### config.mk
export PLATFORM = sky130hd
export DESIGN_NAME = hsv_core_alu_arbiter
export DESIGN_NICKNAME = d
export VERILOG_FILES = /design/src/rtl/hsv_core_pkg.sv /design/src/rtl/hsv_core_alu_id_fifo.sv /design/src/rtl/hsv_core_alu_arbiter.sv
export SDC_FILE = /design/constraint.sdc
export NUM_CORES = 1
export LEC_CHECK = 0
export ABC_CLOCK_PERIOD_IN_PS = 4300
export CELL_PAD_IN_SITES_DETAIL_PLACEMENT = 1
export CELL_PAD_IN_SITES_GLOBAL_PLACEMENT = 1
export CORE_ASPECT_RATIO = 0.8
export CORE_MARGIN = 2
export CORE_UTILIZATION = 14
export CTS_CLUSTER_DIAMETER = 100
export DETAILED_ROUTE_END_ITERATION = 12
export PLACE_DENSITY_LB_ADDON = 0.1
export RECOVER_POWER = 50
export SLEW_MARGIN = 20
export SYNTH_ARGS = -nofsm -noshare
export SYNTH_HDL_FRONTEND = slang
export SYNTH_SLANG_ARGS = --single-unit
### constraint.sdc
create_clock -name clk_core -period 4.3 [get_ports clk_core]
set_clock_uncertainty 0.1 [all_clocks]
set_input_delay 0.645 -clock clk_core [delete_from_list [all_inputs] [get_ports clk_core]]
set_output_delay 0.645 -clock clk_core [all_outputs]
set_load 0.02 [all_outputs]
### src/rtl/hsv_core_pkg.sv
// Core-wide types shared by the ALU and its issue arbiter.
package hsv_core_pkg;

    localparam int ALU_N_REQ     = 2;
    localparam int ALU_TAG_DEPTH = 4;

    typedef logic [$clog2(ALU_N_REQ)-1:0] alu_req_id;

    typedef enum logic [3:0] {
        ALU_ADD,
        ALU_SUB,
        ALU_AND,
        ALU_OR
    } alu_op_t;

    typedef struct packed {
        alu_op_t     op;
        logic [31:0] a;
        logic [31:0] b;
        logic [4:0]  rd;
    } alu_data_t;

    typedef struct packed {
        logic [31:0] result;
        logic [4:0]  rd;
    } commit_data_t;

endpackage

### src/rtl/hsv_core_alu_id_fifo.sv
// Requester-ID FIFO: records issue order so in-order ALU results can be routed back.
module hsv_core_alu_id_fifo #(
    parameter int DEPTH = 4,
    parameter int W     = 1
) (
    input  logic                       clk,
    input  logic                       rst_n,
    input  logic                       clear,
    input  logic                       push,
    input  logic                       pop,
    input  logic [W-1:0]               wdata,
    output logic [W-1:0]               head,
    output logic [$clog2(DEPTH+1)-1:0] count
);
    localparam int PW = (DEPTH > 1) ? $clog2(DEPTH) : 1;

    logic [W-1:0]  mem [DEPTH];
    logic [PW-1:0] wr_ptr, rd_ptr;

    function automatic logic [PW-1:0] inc(input logic [PW-1:0] p);
        return (p == PW'(DEPTH - 1)) ? '0 : p + 1'b1;
    endfunction

    always_ff @(posedge clk or negedge rst_n) begin
        if (!rst_n) begin
            wr_ptr <= '0;
            rd_ptr <= '0;
            count  <= '0;
        end else if (clear) begin
            wr_ptr <= '0;
            rd_ptr <= '0;
            count  <= '0;
        end else begin
            if (push) wr_ptr <= inc(wr_ptr);
            if (pop)  rd_ptr <= inc(rd_ptr);
            if (push && !pop)      count <= count + 1'b1;
            else if (pop && !push) count <= count - 1'b1;
        end
    end

    // Storage needs no reset; count gates every read of it.
    always_ff @(posedge clk) begin
        if (push && !clear) mem[wr_ptr] <= wdata;
    end

    assign head = mem[rd_ptr];

endmodule

### src/rtl/hsv_core_alu_arbiter.sv
// Round-robin issue arbiter sharing one ALU between N_REQ requesters,
// with in-order result routing and flush forwarding.
module hsv_core_alu_arbiter
    import hsv_core_pkg::*;
#(
    parameter int N_REQ     = ALU_N_REQ,
    parameter int TAG_DEPTH = ALU_TAG_DEPTH
) (
    input  logic                  clk_core,
    input  logic                  rst_core,
    input  logic                  flush_req,
    output logic                  flush_ack,
    input  alu_data_t [N_REQ-1:0] req_data,
    input  logic [N_REQ-1:0]      req_valid,
    output logic [N_REQ-1:0]      req_ready,
    output alu_data_t             alu_data,
    output logic                  alu_valid,
    input  logic                  alu_ready,
    output logic                  alu_flush_req,
    input  logic                  alu_flush_ack,
    input  commit_data_t          alu_commit_data,
    input  logic                  alu_out_valid,
    output logic                  alu_out_ready,
    output commit_data_t          rsp_data,
    output logic [N_REQ-1:0]      rsp_valid,
    input  logic [N_REQ-1:0]      rsp_ready
);
    localparam int IW = $clog2(N_REQ);
    localparam int CW = $clog2(TAG_DEPTH + 1);

    typedef enum logic {RUN, FLUSH} state_t;

    state_t        state;
    logic [IW-1:0] prio, grant, head, prio_next;
    logic [CW-1:0] count;
    logic          issue_ok, issue_fire, rsp_ok, rsp_fire;

    // Later candidates in the loop are closer to prio, so they overwrite earlier ones.
    always_comb begin
        grant = prio;
        for (int k = N_REQ - 1; k >= 0; k--) begin
            if (req_valid[(int'(prio) + k) % N_REQ])
                grant = IW'((int'(prio) + k) % N_REQ);
        end
    end

    assign prio_next = (grant == IW'(N_REQ - 1)) ? '0 : grant + 1'b1;

    // Full is judged on the registered count; a same-cycle pop does not open a slot.
    assign issue_ok   = (state == RUN) && !flush_req && (count < CW'(TAG_DEPTH));
    assign alu_valid  = issue_ok && (|req_valid);
    assign alu_data   = req_data[grant];
    assign issue_fire = alu_valid && alu_ready;

    always_comb begin
        req_ready        = '0;
        req_ready[grant] = issue_ok && (|req_valid) && alu_ready;
    end

    assign rsp_ok        = (count != '0) && !flush_req;
    assign alu_out_ready = rsp_ok && rsp_ready[head];
    assign rsp_fire      = alu_out_valid && alu_out_ready;
    assign rsp_data      = alu_commit_data;
    assign alu_flush_req = flush_req;

    always_comb begin
        rsp_valid       = '0;
        rsp_valid[head] = alu_out_valid && rsp_ok;
    end

    always_ff @(posedge clk_core or negedge rst_core) begin
        if (!rst_core) begin
            state     <= RUN;
            prio      <= '0;
            flush_ack <= 1'b0;
        end else begin
            flush_ack <= flush_req && alu_flush_ack;
            case (state)
                RUN:     if (flush_req)  state <= FLUSH;
                FLUSH:   if (!flush_req) state <= RUN;
                default: state <= RUN;
            endcase
            if (flush_req)       prio <= '0;
            else if (issue_fire) prio <= prio_next;
        end
    end

    hsv_core_alu_id_fifo #(
        .DEPTH (TAG_DEPTH),
        .W     (IW)
    ) u_id_fifo (
        .clk   (clk_core),
        .rst_n (rst_core),
        .clear (flush_req),
        .push  (issue_fire),
        .pop   (rsp_fire),
        .wdata (grant),
        .head  (head),
        .count (count)
    );

    // A result with no recorded issuer means the ALU and this block disagree on in-flight work.
    a_result_has_owner: assert property (
        @(posedge clk_core) disable iff (!rst_core)
        (alu_out_valid && !flush_req) |-> (count != '0)
    ) else $error("alu_out_valid with empty ID FIFO");

endmodule

# Word-level counts from Yosys, hierarchy flattened
# Memory sizes are Yosys's and may differ from the RTL's.
# Index checks and enable logic that the tools add are counted.
# word_totals
wordCells	78
output_inout_bits	118
romBits	0
mem_bits_rw	4
register_bits	10
input_bits	193
mem_count	1
latchBits	0
# memory_table
name	words	width	read_ports	rd_clocked_by_memory_dff	write_ports	line	source
u_id_fifo.mem	4	1	1	0	1	hsv_core_alu_id_fifo.sv:17	logic [W-1:0] mem [DEPTH];
# op_classes
n_bitwise	4
shift	0
eq_ne	2
multipliers	0
n_div	0
add_sub_neg	6
magnitude_cmp	7
reduce_logical	22
mux	30
# op_table
op	count
$mux W73	2
$mux W1	17
$logic_and A1 B1 Y1	14
$mux W2	6
$mux W3	3
$lt A1 B2 Y1 const B	3
$reduce_bool A3 Y1	2
$add A2 B1 Y2 const B	2
$and A2 B2 Y2	2
$eq A2 B2 Y1 const B	2
$reduce_bool A2 Y1	2
$add A3 B1 Y3 const B	1
$logic_not A1 Y1	3
$lt A2 B3 Y1 const B	1
$lt A3 B3 Y1 const B	1
$sub A3 B1 Y3 const B	1
$add A1 B1 Y1 const B	2
$demux W1 S1	2
$ge A1 B1 Y1 const B	2
$reduce_or A2 Y1	1
$and A1 B1 Y1 const A	1
$not A1 Y1	1

# Longest topological paths before layout
# Gate-level depths: netlist of run 1.
# depth
ltp_word	12
depth_mapped	8
depth_no_buf	7

# By module
# From an unflattened synthesis of run 1, not the netlist that was laid out.
# unflattened
hier_cells	192
area_unflattened_um2	2133.3
# by_module_without_submodules
mod	cells_each	seq_area_each_um2	instances	area_per_inst_um2
hsv_core_alu_arbiter	145	75.1	1	1574.0
hsv_core_alu_id_fifo	47	295.3	1	559.3

# Least setup slack after synthesis of run 1
# OpenSTA, ideal clock, no wires.
# synth_path
kind	input to output
start	input port flush_req
end	output port req_ready[0]
required_ps	3555
slack_ps	1324
t_arrival_ps	2231
cell_stages	4
n_path_buf	1
path_cell_list	clkbuf_1 nor4_1 nand2_1 nor2_1
# synth_via
elab_chain_len	6
# synth_lines
element	line	source
start, declared	hsv_core_alu_arbiter.sv:11	input logic flush_req,
$logic_not A1 Y1	hsv_core_alu_arbiter.sv:50	assign issue_ok = (state == RUN) && !flush_req && (count < CW'(TAG_DEPTH));
$logic_and A1 B1 Y1 (2 in series)	hsv_core_alu_arbiter.sv:50	
$logic_and A1 B1 Y1	--	
via alu_valid	hsv_core_alu_arbiter.sv:17	output logic alu_valid,
$logic_and A1 B1 Y1	hsv_core_alu_arbiter.sv:57	req_ready[grant] = issue_ok && (|req_valid) && alu_ready;
$and A2 B2 Y2 (no line)	--	
end, declared	hsv_core_alu_arbiter.sv:15	output logic [N_REQ-1:0] req_ready,
# The timed path passes the listed nets, and every way through them passes these cells.

==> results of run 1 <==
[final cells by class]
class / instances / area share
repair buffers: 240 / 0.560
flip-flops and latches: 14 / 0.0865
inverters: 4 / 0.00351
clock buffers: 4 / 0.0184
well taps: 180 / 0.0526
multi-input cells: 126 / 0.278
diodes: 1 / 0.000585
[path summary, 6_finish.rpt]
| path | end | slack, ns | cells after the start |
|---|---|---|---|
| worst min register to register | u_id_fifo.count[0] | 0.40 | 1 |
| max in group asynchronous | prio | 3.06 | 1 |
| worst min-delay path | u_id_fifo.count[0] | 0.40 | 1 |
| worst max register to register | u_id_fifo.count[2] | 1.41 | 7 |
| worst max-delay path | alu_data[24] | 0.58 | 6 |
| min in group asynchronous | u_id_fifo.wr_ptr[0] | 0.71 | 1 |
[sequential cells by signal, summed over array words and instances, names as in the netlist]
name	count
u_id_fifo.rd_ptr	2
u_id_fifo.mem	4
state	1
prio	1
flush_ack	1
u_id_fifo.wr_ptr	2
u_id_fifo.count	3
[metrics by stage]
stage	area (µm²)	std cells	hold slack [ns]	worst slack [ns]
6_report	4280	569	0.399	0.575
5_1_grt	4280	568	0.438	0.456
4_1_cts	4300	568	0.406	0.766
3_5_place_dp	4220	564	0.400	0.779
3_3_place_gp	4220	564	0.397	0.829
2_1_floorplan	1910	193	0.249	1.32
[power by group]
part / internal, µW / switching (µW)
combinational: 330 / 225
sequential: 148 / 8.86
clock: 125 / 50.3
[worst reg2reg max path, stage by stage (launching register included)]
cell     delay [ns]
dfrtp_1        0.42
mux4_2         0.57
mux2i_1        0.18
and3b_1        0.42
nor2_1         0.13
fa_1           0.42
and4_2         0.19
or3_1          0.34
[kinds of logic (layout without fill, tap and decap cells)]
family                     count (synthesis)  after routing  share of synthesized area
xor gates and xnor gates                   1              1                    0.00458
buffers and inverters                     53            248                      0.183
other                                      0              1                          0
DFF                                       14             14                      0.194
AOI/OAI and AO/OA                         10             10                     0.0295
muxes                                     77             77                      0.458
and+or+nand+nor                           32             32                     0.0884
adders and majority gates                  6              6                     0.0432
[synthesized netlist by cell type (3+ instances only)]
cell      count  area [µm²]
mux2_2       73         822
buf_4        38         285
clkbuf_1     10        37.5
dfrtp_1      10         250
nor2_1        9        33.8
nand2_1       7        26.3
and2_1        6        37.5
ha_1          5        62.6
edfxtp_1      4         120
inv_1         4        15.0
a21oi_1       3        15.0
mux2i_1       3        30.0
nor3_1        3        15.0
o21ai_0       3        15.0
[layer usage]
metal | part of all wire | vias to the layer above | global-route usage
met2 | 0.49 | 131 | 0.212
li1 | - | 1032 | -
met1 | 0.39 | 1039 | 0.152
met5 | 0 | - | 0
met3 | 0.12 | 2 | 0.0722
met4 | 0.0014 | 0 | 0.00451
==> results.md, run 1 <==
- Status: finished clean
- Layout cell share with drive strength beyond 1: 0.209
- Row count: 38
- CP peak stage delay: 0.57 ns
- H-Tree Depth: 1
- Die width: 135 µm
- Initial Util: 0.142
- Critical path launch point: req_valid[1]
- Total number of vias: 2204
- Critical path cell sequence: dlygate4sd3_1, nor2_1, o21ai_0, buf_12, mux2_2, clkdlybuf4s50_1
- Antenna violations before repair: 0
- Worst EP arrival: 2.98 ns
- Crit path kind: input port to primary output
- Area of the multi-input gates: 1190 µm²
- Number of synthesized flops with an enable pin: 4
- Post-CTS sizing: 0
- Core Area: 13500 µm²
- Hold_sp: u_id_fifo.count[0]
- Largest net degree at the start of global routing: 63
- Worst rel slew slack: 0.649
- Synthesis-stage register bit count: 14
- Post-CTS Hold Buffers: 0
- Filler instances: 1523
- Area grow syn2layout: 124%
- Post-route DRC: 0
- Cell Area, Synth: 1910 µm²
- Final core occ: 0.318
- CP top delay family: buffers and inverters
- Leak: 0.00160 µW
- Final Wtd Congestion: 0.720
- Final Cycle Share: 0.866
- Total congestion overflow: 0
- Startpoint types: input port
- Min Tclk post-route: 3.72 ns
- Synth Instances: 193
- Worst slew pin tran: 0.519 ns
- First-pass DRT Iterations: 4
- Reg clk slew, reported paths: 0.04 ns
- Yosys warns: 0
- Die Area: 14600 µm²
- Clock root cell: clkbuf_16
- Clk sinks: 14
- Main synth FF type: dfrtp_1
- Power density of the placed cells: 207 nW/µm²
- Num CTS Buffers: 3
- CTS tree: yes
- CP Capture Type: primary output
- Worst path slowest cell: dlygate4sd3_1
- Register area: 370 µm²
- RSZ-0062 raised after global routing: false
- Worst-path maximum fanout: 62
- Syn Area/Cell: 9.90 µm²
- Max Buffers Root-to-Sink: 2
- Max Freq: 268 MHz
- Asr flop ratio synth: 0.714
- Antenna Nets Post-Route: 0
- Fin Setup TNS: 0 ns
- Syn Nets: 392
- Maximum vdd ir drop: 0.000162 V
- Commonest non-fill, non-tap cells in the layout: 225 x clkdlybuf4s50_1, 73 x mux2_2, 11 x dlygate4sd3_1, 10 x dfrtp_1, 9 x nor2_1
- Buffer and inverter count on the worst path: 3
- I/O Buffers: 236
- Reg-to-reg startpoint: u_id_fifo.rd_ptr[0]
- Final nets: 588
- Die Y: 108 µm
- HPWL after detailed placement: 8.85 mm
- GRT Total Usage: 0.127
- Fin. max-slew vios: 0
- Iter 0 DRT Violations: 19
- # setup viols final: 0
- Power, Total: 887 µW
- Post-CTS Setup Repair Bufs: 0
- Seq/Total Area, Yosys: 0.194
- Routed wire length: 10.1 mm
- Worst-Skew Late Latency: 0.24 ns
- Vias in the first global route: 2321
- Hold Path Class: register to register
- Synth unique cells: 29
- Top Ports: 311
- Critical path required time: 3.56 ns
- Commonest non-fill, non-tap cell in the layout: clkdlybuf4s50_1
- First-pass GRT wire length: 14.0 mm
- # Max-Cap Violations: 0
- WL/cell: 17.7 µm
- Final Hold Fails: 0
- Vias per inst: 3.87
No activity file was read; power rests on OpenSTA's default activity.
==> run 2: changes to the inputs <==
- CELL_PAD_IN_SITES_DETAIL_PLACEMENT: 1 -> default
- CELL_PAD_IN_SITES_GLOBAL_PLACEMENT: 1 -> default
- CORE_AREA: default -> 2 2 120 122
- CORE_ASPECT_RATIO: 0.8 -> default
- CORE_MARGIN: 2 -> default
- CORE_UTILIZATION: 14 -> default
- DIE_AREA: default -> 0 0 122 124
- PLACE_DENSITY_LB_ADDON: 0.1 -> default
- SLEW_MARGIN: 20 -> default
==> run 2 against run 1 <==
Net effect:
- sequential power about the same
- final cell count fell by 0.35%
- worst setup slack got worse by 0.019 ns
- total power shrank 0.56%
- register-to-register slack better by 0.05 ns
- sequential share of layout area about the same
- worst hold slack better by 0.0015 ns
- wire length down 11%
==> results.md, run 2 (synthesis results as in run 1) <==
- Min Hold Slack: 0.401 ns (+0.00145 ns)
- Initial Util: 0.139 (-0.00273)
- Die Area: 15100 µm² (+3.6%)
- Post-CTS sizing: 0 (unchanged)
- Routed wire length: 8.93 mm (-11%)
- Worst slew pin tran: 0.492 ns (-0.0267 ns)
- Layout cell share with drive strength beyond 1: 0.207 (-0.00204)
- I/O Buffers: 236 (unchanged)
- Total congestion overflow: 0 (unchanged)
- Die Y: 124 µm (+14%)
- Final nets: 587 (-0.17%)
- Status: finished clean
- Post-route DRC: 0 (unchanged)
- Critical path required time: 3.56 ns (about the same)
- # Max-Cap Violations: 0 (unchanged)
- Filler instances: 1434 (-5.8%)
- Number of flip-flops under the largest register name: 4 (unchanged)
- Worst-path maximum fanout: 79 (+27%)
- H-Tree Depth: 1 (unchanged)
- First-pass GRT wire length: 13.0 mm (-7.5%)
- Top reg by flops: u_id_fifo.mem
- HPWL after detailed placement: 7.67 mm (-13%)
- Total number of vias: 2157 (-2.1%)
- Final Cycle Share: 0.871 (+0.00442)
- RSZ-0062 raised after global routing: false
- Inst Count DP: 563 (-0.18%)
- # setup viols final: 0 (unchanged)
- Vias per inst: 3.80 (-1.8%)
- CP top delay family: buffers and inverters
- Worst path slowest cell: dlygate4sd3_1
- Critical path cell sequence: dlygate4sd3_1, nor2_1, o21ai_0, buf_12, mux2_2, clkdlybuf4s50_1
- Post-CTS Setup Repair Bufs: 0 (unchanged)
- Largest net degree at the start of global routing: 80 (+27%)
- Crit path kind: input port to primary output
- Antenna Nets Post-Route: 0 (unchanged)
- Ant. Diodes: 0 (-1)
- Leak: 0.00160 µW (about the same)
- Num CTS Buffers: 3 (unchanged)
- Commonest non-fill, non-tap cell in the layout: clkdlybuf4s50_1
- WL met1: 3.59 mm (-7.9%)
- Metal3 WL: 827 µm (-33%)
- Reg clk slew, reported paths: 0.05 ns (about the same)
- CP peak stage delay: 0.57 ns (about the same)
- Power density of the placed cells: 207 nW/µm² (-0.32%)
- Biggest regs: u_id_fifo.mem x4, u_id_fifo.count x3
- Final Hold Fails: 0 (unchanged)
- WL/cell: 15.7 µm (-11%)
- Clock root cell: clkbuf_16
- Die width: 122 µm (-9.4%)
- CP Capture Type: primary output
- Iter 0 DRT Violations: 51 (+32)
- Min Tclk post-route: 3.74 ns (+0.0190 ns)
- Post-CTS Hold Buffers: 0 (unchanged)
- DR top layer: met4
- Row count: 43 (+13%)
- Area grow syn2layout: 123%
- Maximum vdd ir drop: 0.000103 V (-36%)
- Final Wtd Congestion: 0.784 (+8.9%)
- Worst rel slew slack: 0.671 (+0.0215)
- GRT Total Usage: 0.110 (-0.0170)
- Antenna violations before repair: 0 (unchanged)
- CTS tree: yes
- Met2 wire len: 4.46 mm (-9.4%)
- Core Area: 13700 µm² (+2.0%)
- Max Buffers Root-to-Sink: 2 (unchanged)
- Startpoint types: input port
- Hold Path Class: register to register
- Max Freq: 267 MHz (-0.51%)
- Post-Layout Cell Count: 567 (-0.35%)
- Fin Setup TNS: 0 ns (unchanged)
- Fin. max-slew vios: 0 (unchanged)
- Worst-Skew Late Latency: 0.24 ns (about the same)
- Clk sinks: 14 (unchanged)
- Top Ports: 311 (unchanged)
- First-pass DRT Iterations: 2 (-2)
- Final core occ: 0.311 (-0.00685)
- Commonest non-fill, non-tap cells in the layout: 225 x clkdlybuf4s50_1, 73 x mux2_2, 11 x dlygate4sd3_1, 10 x dfrtp_1, 9 x nor2_1
- Buffer and inverter count on the worst path: 3 (unchanged)
- Vias in the first global route: 2337 (+0.69%)
- Power, Total: 882 µW (-0.56%)
- Worst EP arrival: 3.00 ns (+0.02 ns)
-- run 2: metal layers --
| layer | global-route usage | vias up |
|---|---|---|
| li1 | - | 1030 |
| met1 | 0.137 | 986 |
| met2 | 0.186 | 137 |
| met3 | 0.0408 | 4 |
| met4 | 0.0172 | 0 |
| met5 | 0 | - |
-- run 2: final cells by class --
| type | instances | area (µm²) | area share |
|---|---|---|---|
| Clock inverter | 1 | 3.75 | 0.000879 |
| Sequential cell | 14 | 370 | 0.0868 |
| Inverter | 4 | 15.0 | 0.00352 |
| Timing Repair Buffer | 239 | 2390 | 0.560 |
| Multi-Input combinational cell | 126 | 1190 | 0.279 |
| Tap cell | 180 | 225 | 0.0528 |
| Clock buffer | 3 | 75.1 | 0.0176 |
-- run 2: path summary, 6_finish.rpt --
check	slack (ns)	from	cells after the start	endpoint
max	0.56	req_valid[1]	6	alu_data[18]
min in group asynchronous	0.71	rst_core	1	prio
min reg2reg	0.40	prio	1	prio
max in group asynchronous	3.06	rst_core	1	u_id_fifo.wr_ptr[1]
min	0.40	prio	1	prio
max reg2reg	1.46	u_id_fifo.rd_ptr[0]	7	u_id_fifo.count[2]
-- run 2: where the power goes --
group / internal, µW / leakage, µW / switching, µW / total, µW
clock network: 123 / 0.0000385 / 50.4 / 173
registers: 148 / 0.000170 / 8.20 / 156
logic: 331 / 0.00139 / 223 / 553
-- run 2: stage by stage --
stage               instance area, µm²  setup WS [ns]
detailed placement                4210          0.763
global route                      4270          0.419
finish                            4270          0.556
global placement                  4210          0.815
CTS                               4290          0.730
floorplan                         1910           1.32
==> run 3: changes to the inputs <==
- CORE_AREA: 2 2 120 122 -> 5 5 116 118
- DIE_AREA: 0 0 122 124 -> 0 0 121 123
==> run 3 against run 2 <==
Net effect:
- sequential share of layout area about the same
- utilization up 3.3 points
- first-iteration DRC count up 29%
- sequential power about the same
- highest routed layer unchanged
==> results.md, run 3 (synthesis results as in run 1) <==
- Status: finished clean
- Register area: 370 µm² (unchanged)
- Hold_sp: u_id_fifo.count[0]
- RR Endpoint: u_id_fifo.count[2]
- Startpoint types: input port
- Sw power: 282 µW (+0.15%)
- Die width: 121 µm (-0.82%)
- Num CTS Buffers: 3 (unchanged)
- Worst-Skew Late Latency: 0.24 ns (about the same)
- Row count: 41 (-4.7%)
- DR top layer: met4
- Maximum vdd ir drop: 0.000104 V (+1.1%)
- Fin Setup TNS: 0 ns (unchanged)
- Initial Util: 0.155 (+0.0153)
- Int Pwr: 601 µW (about the same)
- First-pass GRT wire length: 12.8 mm (-1.0%)
- Clk sinks: 14 (unchanged)
- # setup viols final: 0 (unchanged)
- Top Ports: 311 (unchanged)
- Clock root cell: clkbuf_16
- I/O Buffers: 236 (unchanged)
- Worst Hold End: u_id_fifo.count[0]
- Number of flip-flops under the largest register name: 4 (unchanged)
- Reg clk slew, reported paths: 0.04 ns (about the same)
- Ant. Diodes: 0 (unchanged)
- Routed wire length: 9.09 mm (+1.8%)
- DP Worst Slack: 0.811 ns (+0.0476 ns)
- Antenna violations before repair: 0 (unchanged)
- H-Tree Depth: 1 (unchanged)
- Final Hold Fails: 0 (unchanged)
- Vias per inst: 3.83 (+0.77%)
- Area grow syn2layout: 123%
- Min setup slack post-route: 0.564 ns (+0.00778 ns)
- Total number of vias: 2143 (-0.65%)
- Post-route DRC: 0 (unchanged)
- GRT Total Usage: 0.110 (-0.000215)
- Seq pwr share: 0.177 (about the same)
- Post-CTS sizing: 0 (unchanged)
- RSZ-0062 raised after global routing: false
- First-pass DRT Iterations: 4 (+2)
- Vias in the first global route: 2332 (-0.21%)
- Power density of the placed cells: 207 nW/µm² (+0.26%)
- Core Area: 12400 µm² (-9.9%)
- Iter 0 DRT Violations: 66 (+29%)
- Antenna Nets Post-Route: 0 (unchanged)
- Area of the multi-input gates: 1190 µm² (unchanged)
- CTS tree: yes
- Post-CTS Setup Repair Bufs: 0 (unchanged)
- Biggest regs: u_id_fifo.mem x4, u_id_fifo.count x3
- # Max-Cap Violations: 0 (unchanged)
- Reg-to-reg startpoint: u_id_fifo.rd_ptr[0]
- Final Cycle Share: 0.869 (-0.00181)
- Max Buffers Root-to-Sink: 2 (unchanged)
- Top reg by flops: u_id_fifo.mem
- Total congestion overflow: 0 (unchanged)
- Worst-path maximum fanout: 79 (unchanged)
- WL met1: 3.28 mm (-8.7%)
- Post-route cell area: 4260 µm² (-0.23%)
- Commonest non-fill, non-tap cell in the layout: clkdlybuf4s50_1
- WL/cell: 16.3 µm (+3.3%)
- Worst slew pin tran: 0.486 ns (-0.00604 ns)
- Min Tclk post-route: 3.74 ns (-0.00778 ns)
- Worst Reg-to-Reg Cells: 7 (unchanged)
- Fin. max-slew vios: 0 (unchanged)
- Final nets: 587 (unchanged)
- Metal3 WL: 872 µm (+5.4%)
- HPWL after detailed placement: 7.93 mm (+3.4%)
- Final Wtd Congestion: 0.720 (-8.2%)
- Die Y: 123 µm (-0.81%)
- Logic gate share of total power: 0.626 (about the same)
- R2r setup slk: 1.40 ns (-0.06 ns)
- Max Freq: 268 MHz (+0.21%)
- Hold path depth: 1 (unchanged)
- Critical path required time: 3.56 ns (about the same)
- CP Capture Type: primary output
- Met2 wire len: 4.90 mm (+9.9%)
- DP Area: 4200 µm² (-0.24%)
- Post-CTS Hold Buffers: 0 (unchanged)
- Leak: 0.00160 µW (about the same)
- Sw Ratio: 0.319 (+0.000422)
- Clock share of power: 0.197 (about the same)
- Filler instances: 1262 (-12%)
- Layout cell share with drive strength beyond 1: 0.207 (unchanged)
- Crit path kind: input port to primary output
- Largest net degree at the start of global routing: 80 (unchanged)
- Hold Path Class: register to register
- Worst rel slew slack: 0.675 (+0.00404)
- Die Area: 14900 µm² (-1.6%)
- Commonest non-fill, non-tap cells in the layout: 225 x clkdlybuf4s50_1, 73 x mux2_2, 11 x dlygate4sd3_1, 10 x dfrtp_1, 9 x nor2_1
- Worst EP arrival: 2.99 ns (about the same)
[run 3: power by group through the flow]
stage | registers, µW | clock network (µW) | logic [µW]
6_report | 156 | 174 | 552
5_1_grt | 157 | 186 | 590
4_1_cts | 156 | 178 | 568
3_5_place_dp | 158 | 0 | 563
3_3_place_gp | 158 | 0 | 563
2_1_floorplan | 157 | 0 | 301
[run 3: area by class of cell]
class                   count  area share
flip-flops and latches     14      0.0870
clock buffers               3      0.0176
well taps                 172      0.0505
multi-input cells         126       0.279
repair buffers            239       0.561
inverters                   4     0.00353
clock inverters             1    0.000881
[run 3: worst max-delay path, cell delays in order]
cell and delay [ns]:
dlygate4sd3_1 0.57, nor2_1 0.05, o21ai_0 0.30, buf_12 0.35, mux2_2 0.43, clkdlybuf4s50_1 0.54
[run 3: metal layers]
| metal | vias to the layer above | global-route usage |
|---|---|---|
| li1 | 1027 | - |
| met1 | 980 | 0.124 |
| met2 | 132 | 0.202 |
| met3 | 4 | 0.0435 |
| met4 | 0 | 0.0149 |
| met5 | - | 0 |
[run 3: worst max-delay path by stage]
| stage | from | to | slack, ns | depth (start not counted) |
|---|---|---|---|---|
| floorplan | flush_req | req_ready[0] | 1.32 | 4 |
| global placement | req_valid[1] | alu_data[24] | 0.80 | 6 |
| detailed placement | req_valid[1] | alu_data[24] | 0.81 | 6 |
| CTS | req_valid[1] | alu_data[24] | 0.79 | 6 |
| global route | req_valid[1] | alu_data[43] | 0.42 | 6 |
| finish | req_valid[1] | alu_data[66] | 0.56 | 6 |
[run 3: stage by stage]
stage                     hold WS, ns  cells  power [µW]  utilization
after global routing            0.448    559         933        0.345
after floorplan                 0.249    193         458            -
after global placement          0.383    555         721        0.340
after detailed placement        0.392    555         721        0.340
final                           0.399    559         882        0.345
after CTS                       0.398    559         902        0.346
